--- config.mk ---
export PLATFORM = sky130hd
export DESIGN_NAME = instr_encoder
export DESIGN_NICKNAME = d
export VERILOG_FILES = /design/src/rtl/instr_encoder.sv
export SDC_FILE = /design/constraint.sdc
export NUM_CORES = 1
export LEC_CHECK = 0
export BUFFER_PORTS_ARGS = -buffer_cell sky130_fd_sc_hd__buf_2
export CAP_MARGIN = 20
export CELL_PAD_IN_SITES_DETAIL_PLACEMENT = 1
export CELL_PAD_IN_SITES_GLOBAL_PLACEMENT = 1
export CORE_MARGIN = 5
export CORE_UTILIZATION = 42
export DETAILED_ROUTE_END_ITERATION = 12
export PLACE_DENSITY_LB_ADDON = 0.1
export SKIP_CTS_REPAIR_TIMING = 1
export SYNTH_ARGS = -nofsm -noshare
export SYNTH_HDL_FRONTEND = slang
export SYNTH_SLANG_ARGS = --single-unit
--- constraint.sdc ---
create_clock -name clk -period 2.1 [get_ports clk]
set_input_delay 0.42 -clock clk [delete_from_list [all_inputs] [get_ports clk]]
set_output_delay 0.42 -clock clk [all_outputs]
set_load 0.05 [all_outputs]
--- src/rtl/instr_encoder.sv ---
// Encodes RISC-V style instruction requests into 32-bit words, buffers them in a
// small FIFO and streams them to instruction memory at consecutive word addresses.
module instr_encoder #(
    parameter int FIFO_DEPTH = 4,
    parameter int IMEM_AW    = 10
) (
    input  logic               clk,
    input  logic               rst,
    input  logic               req_valid,
    output logic               req_ready,
    input  logic [2:0]         req_kind,
    input  logic [4:0]         req_rd,
    input  logic [4:0]         req_rs1,
    input  logic [4:0]         req_rs2,
    input  logic [2:0]         req_funct3,
    input  logic [6:0]         req_funct7,
    input  logic [31:0]        req_imm,
    output logic               imem_wr_en,
    input  logic               imem_wr_ready,
    output logic [IMEM_AW-1:0] imem_wr_addr,
    output logic [31:0]        imem_wr_data,
    output logic               err_kind,
    output logic               mem_full
);

    localparam int PTR_W = $clog2(FIFO_DEPTH);

    localparam logic [2:0] KIND_ALU_R  = 3'd0;
    localparam logic [2:0] KIND_ALU_I  = 3'd1;
    localparam logic [2:0] KIND_BRANCH = 3'd2;
    localparam logic [2:0] KIND_JUMP   = 3'd3;
    localparam logic [2:0] KIND_LOAD   = 3'd4;
    localparam logic [2:0] KIND_STORE  = 3'd5;

    localparam logic [PTR_W:0]   PTR_ONE  = {{PTR_W{1'b0}}, 1'b1};
    localparam logic [IMEM_AW-1:0] ADDR_ONE = {{(IMEM_AW-1){1'b0}}, 1'b1};
    localparam logic [IMEM_AW-1:0] ADDR_MAX = {IMEM_AW{1'b1}};

    function automatic logic [31:0] encode_word(
        input logic [2:0]  kind,
        input logic [4:0]  rd,
        input logic [4:0]  rs1,
        input logic [4:0]  rs2,
        input logic [2:0]  f3,
        input logic [6:0]  f7,
        input logic [31:0] imm
    );
        logic [31:0] word;
        case (kind)
            KIND_ALU_R:  word = {f7, rs2, rs1, f3, rd, 7'b0110011};
            KIND_ALU_I:  word = {imm[11:0], rs1, f3, rd, 7'b0010011};
            KIND_LOAD:   word = {imm[11:0], rs1, f3, rd, 7'b0000011};
            KIND_STORE:  word = {imm[11:5], rs2, rs1, f3, imm[4:0], 7'b0100011};
            KIND_BRANCH: word = {imm[12], imm[10:5], rs2, rs1, f3, imm[4:1], imm[11], 7'b1100011};
            KIND_JUMP:   word = {imm[20], imm[10:1], imm[11], imm[19:12], rd, 7'b1101111};
            default:     word = 32'h0000_0000;
        endcase
        return word;
    endfunction

    logic [31:0]        fifo_mem_r [FIFO_DEPTH];
    logic [PTR_W:0]     wr_ptr_r;
    logic [PTR_W:0]     rd_ptr_r;
    logic [IMEM_AW-1:0] addr_r;
    logic               mem_full_r;
    logic               err_kind_r;

    logic        fifo_empty_s;
    logic        fifo_full_s;
    logic        kind_ok_s;
    logic        accept_s;
    logic        push_s;
    logic        pop_s;
    logic        write_done_s;
    logic [31:0] enc_word_s;
    logic        unused_imm_s;

    assign unused_imm_s = ^req_imm[31:21];

    // Handshake, encode and pop decisions derived from current state and request.
    always_comb begin
        fifo_empty_s = (wr_ptr_r == rd_ptr_r);
        fifo_full_s  = (wr_ptr_r[PTR_W] != rd_ptr_r[PTR_W]) &&
                       (wr_ptr_r[PTR_W-1:0] == rd_ptr_r[PTR_W-1:0]);
        kind_ok_s    = (req_kind <= KIND_STORE);
        enc_word_s   = encode_word(req_kind, req_rd, req_rs1, req_rs2,
                                   req_funct3, req_funct7, req_imm);
        req_ready    = !fifo_full_s && !mem_full_r;
        accept_s     = req_valid && req_ready;
        push_s       = accept_s && kind_ok_s;
        imem_wr_en   = !fifo_empty_s && !mem_full_r;
        write_done_s = imem_wr_en && imem_wr_ready;
        // Once memory is exhausted, leftover words drain without being written.
        pop_s        = write_done_s || (mem_full_r && !fifo_empty_s);
    end

    assign imem_wr_data = fifo_mem_r[rd_ptr_r[PTR_W-1:0]];
    assign imem_wr_addr = addr_r;
    assign err_kind     = err_kind_r;
    assign mem_full     = mem_full_r;

    // Word storage; contents are only observed while the FIFO is non-empty.
    always_ff @(posedge clk) begin
        if (push_s && !rst) begin
            fifo_mem_r[wr_ptr_r[PTR_W-1:0]] <= enc_word_s;
        end
    end

    // Pointers, address counter and status flags.
    always_ff @(posedge clk) begin
        if (rst) begin
            wr_ptr_r   <= {(PTR_W+1){1'b0}};
            rd_ptr_r   <= {(PTR_W+1){1'b0}};
            addr_r     <= {IMEM_AW{1'b0}};
            mem_full_r <= 1'b0;
            err_kind_r <= 1'b0;
        end else begin
            err_kind_r <= accept_s && !kind_ok_s;
            if (push_s) begin
                wr_ptr_r <= wr_ptr_r + PTR_ONE;
            end
            if (pop_s) begin
                rd_ptr_r <= rd_ptr_r + PTR_ONE;
            end
            if (write_done_s) begin
                if (addr_r == ADDR_MAX) begin
                    mem_full_r <= 1'b1;
                end else begin
                    addr_r <= addr_r + ADDR_ONE;
                end
            end
        end
    end

endmodule

==> results list <==
- The region available for standard cell placement spans 14400 um2.
- Area Growth Syn to Fin: 29.1%
- Floorplan die width: 131 um
- Max-slew violation count: 0
- Clock skew on the completed layout was measured at 0.00634 ns.
- Total number of vias: 3970
* Die Y: 131 um
- Cell types occupying the most area after synthesis: sky130_fd_sc_hd__edfxtp_1 59%, sky130_fd_sc_hd__mux4_2 11%, sky130_fd_sc_hd__dfxtp_1 6.5%
- Worst Path Max Fanout: 8
* Netlist Area Pre-Place: 6120 um2
* Via density per instance: 5.54
- The worst setup path is of the flop to primary output kind.
* Async set-or-reset flop fraction in the synthesized netlist: 0%
- Startpoint kind of the worst setup timing path: flop
* Vias in the first global route: 4206
* CP arrival: 1.76 ns
- In the post-route analysis, the smallest setup slack over all paths is -0.0752 ns.
* Delay of the slowest cell on the worst path: 0.55 ns
- The most common cell in the synthesized netlist is sky130_fd_sc_hd__edfxtp_1.
* Count of distinct cell types in the synthesized netlist: 49
- After the last flow step, the layout net total stands at 589.
- Filler cell count in the final layout: 1424
* WP data required: 1.68 ns
* Mean Syn Cell Area: 15.5 um2
- Number of core rows: 44
- Once layout is complete, the utilization of the core stands at 54.8%.
* Most numerous cell types in the synthesized netlist: 120 x sky130_fd_sc_hd__edfxtp_1, 30 x sky130_fd_sc_hd__mux4_2, 20 x sky130_fd_sc_hd__dfxtp_1
- HPWL after detailed placement: 10400 um
- Pwr Density: 976 nW/um2
- First-pass GRT wire length: 23100 um
- The tightest min-delay check is of the primary input to flop type.
- CTS sink count: 140
* Number of buffers on the longest clock path: 2
- The first TritonRoute pass finished after 4 iterations.
- Number of buffers added by the clock tree synthesis step: 17
- The biggest area contributor in the post-synthesis netlist is sky130_fd_sc_hd__edfxtp_1.
- Final number of hold-violating endpoints: 0
- Share of cells above drive strength 1: 38.5%
* Violated checks: setup timing
- Fraction of the yosys area taken by sequential cells: 65.4%
* First-iteration detailed-routing DRC count: 165
- Peak supply drop: 0.453 mV
- For this design, the slowest cell found on the critical path is sky130_fd_sc_hd__mux4_2.
* Clock root buffer master: sky130_fd_sc_hd__clkbuf_16
- Counting every net in the synthesized netlist gives 465.
- Placer congestion estimate: 0.780
* Number of antenna violations at the first check in global routing: 0
* Number of placed I/O pins: 110
- Later-pin clock latency in the skew report: 0.41 ns
- Crit path capture type: primary output
* Cell-by-cell listing of the critical path: buf_12 -> mux4_2 -> buf_6
* Count of flip-flops with a built-in enable after synthesis: 120
* Final global-route overflow total: 0
- Wire length after detailed routing: 15200 um
* Post-synthesis cell count: 395
- The analysis attributes to cell leakage a power of 2.87 nW.
* CTS H-Tree Depth: 4
* Clock-pin slew on the worst setup and hold paths: 0.06 ns
- The count of nets left with antenna violations once routing finished came out at 0.
- Portion of synthesized cell area occupied by the leading cell type: 58.8%
- The smallest clock period supported by the final layout is computed as 2.18 ns.
- GR Util All Layers: 18.2%
- The Yosys step of the flow raised 0 warnings.
- Antenna diode instance count: 0
- Final-layout worst hold slack: 0.418 ns
- At the pin with the least slew margin, the transition time is 0.490 ns.
- Number of port buffers: 98
* Most used flip-flop cell after synthesis: sky130_fd_sc_hd__edfxtp_1
* Number of register bits inferred by synthesis: 140
* Normalized max-slew margin: 67.2%
* Maximum capacitance violations: 0
- Largest net degree at the start of global routing: 28
- Count of final setup violators: 32
- The flow ran to the end, but the final reports show violations.
- Average routed wire per standard cell: 21.2 um
- TritonCTS built the clock tree.
* Unrepaired setup endpoints after global routing: true
- Once the floorplan was initialized, standard cells occupied 42.5% of the core.
- The die covers 17100 um2.
- After layout, the worst path uses 104% of the clock period.
- Fmax: 460 MHz
- DRC violations left: 0
## sequential cells by signal, summed over array words and instances, names as in the netlist, named ones only
signal / cells
err_kind: 1
fifo_mem_r: 120
imem_wr_addr: 10
mem_full: 1
rd_ptr_r: 3
wr_ptr_r: 3
## where the power goes
| part | switching, mW | internal (mW) |
|---|---|---|
| Clock | 1.13 | 1.74 |
| Sequential | 0.0432 | 3.12 |
| Combinational | 0.996 | 0.689 |
## worst paths after layout
kind                                      start           endpoint  slack [ns]  cells past startpoint
worst max register to register      rd_ptr_r[1]  fifo_mem_r[3][16]        0.22                      5
worst min register to register  imem_wr_addr[1]    imem_wr_addr[1]        0.52                      2
worst min-delay path                 req_imm[9]  fifo_mem_r[0][29]        0.42                      3
worst max-delay path                       flop    imem_wr_data[1]       -0.08                      3
## area by class of cell
type	count	area, um2	area share, %
clock buffer	18	429	5.43
multi-input combinational	217	1980	25.1
clock inverter	14	145	1.84
sequential	140	4010	50.7
timing repair buffer	130	1060	13.4
inverter	13	48.8	0.617
tap	184	230	2.91
## cell families (layout without fill, tap and decap cells)
| logic type | after synthesis | count (layout) | synth area share, % |
|---|---|---|---|
| flops | 140 | 140 | 65.4 |
| buf+inv | 38 | 175 | 2.64 |
| fa+ha+maj | 6 | 6 | 1.23 |
| compound gates | 74 | 74 | 8.28 |
| mux | 46 | 46 | 13.8 |
| xor+xnor | 7 | 7 | 1.12 |
| simple gates | 84 | 84 | 7.60 |
## worst max-delay path: cells and delay by family (launching register included)
family                 cells  cell delay [ns]
buffers and inverters      2             0.35
muxes                      1             0.55
DFF                        1             0.44
## per-layer routing
layer	up-vias	part of all wire (%)	global-route usage, %	routed length [um]
li1	1828	-	-	-
met1	2049	45	24.3	6770
met2	78	51	30.0	7710
met3	15	3.6	3.78	555
met4	0	1.1	5.81	172
met5	-	0	0	0
## per-stage QoR
step	setup TNS, ns	std cells	setup slack, ns	power, mW	area, um2
detailed placement	0	682	0.0972	4.67	7050
global route	-3.83	716	-0.140	8.04	7910
finish	-1.75	716	-0.0752	7.71	7910
CTS	-3.23	714	-0.146	7.56	7630
global placement	0	682	0.163	4.65	7050
floorplan	0	395	0.0276	4.27	6130
## cells in the final DEF (no fill, tap or decap), types with 7 or more instances in the layout
cell	n
sky130_fd_sc_hd__dfxtp_1	17
sky130_fd_sc_hd__buf_6	32
sky130_fd_sc_hd__nor2_1	18
sky130_fd_sc_hd__buf_4	23
sky130_fd_sc_hd__clkbuf_16	19
sky130_fd_sc_hd__a22oi_1	11
sky130_fd_sc_hd__edfxtp_1	120
sky130_fd_sc_hd__a31oi_1	7
sky130_fd_sc_hd__nor2b_1	16
sky130_fd_sc_hd__a2bb2oi_1	8
sky130_fd_sc_hd__o21ai_0	8
sky130_fd_sc_hd__buf_12	7
sky130_fd_sc_hd__mux2i_1	11
sky130_fd_sc_hd__mux4_2	30
sky130_fd_sc_hd__a21oi_1	10
sky130_fd_sc_hd__buf_2	64
sky130_fd_sc_hd__inv_1	13
sky130_fd_sc_hd__o22ai_1	18
sky130_fd_sc_hd__nand2_1	15
Note: power is estimated with default switching activity, not from simulation.
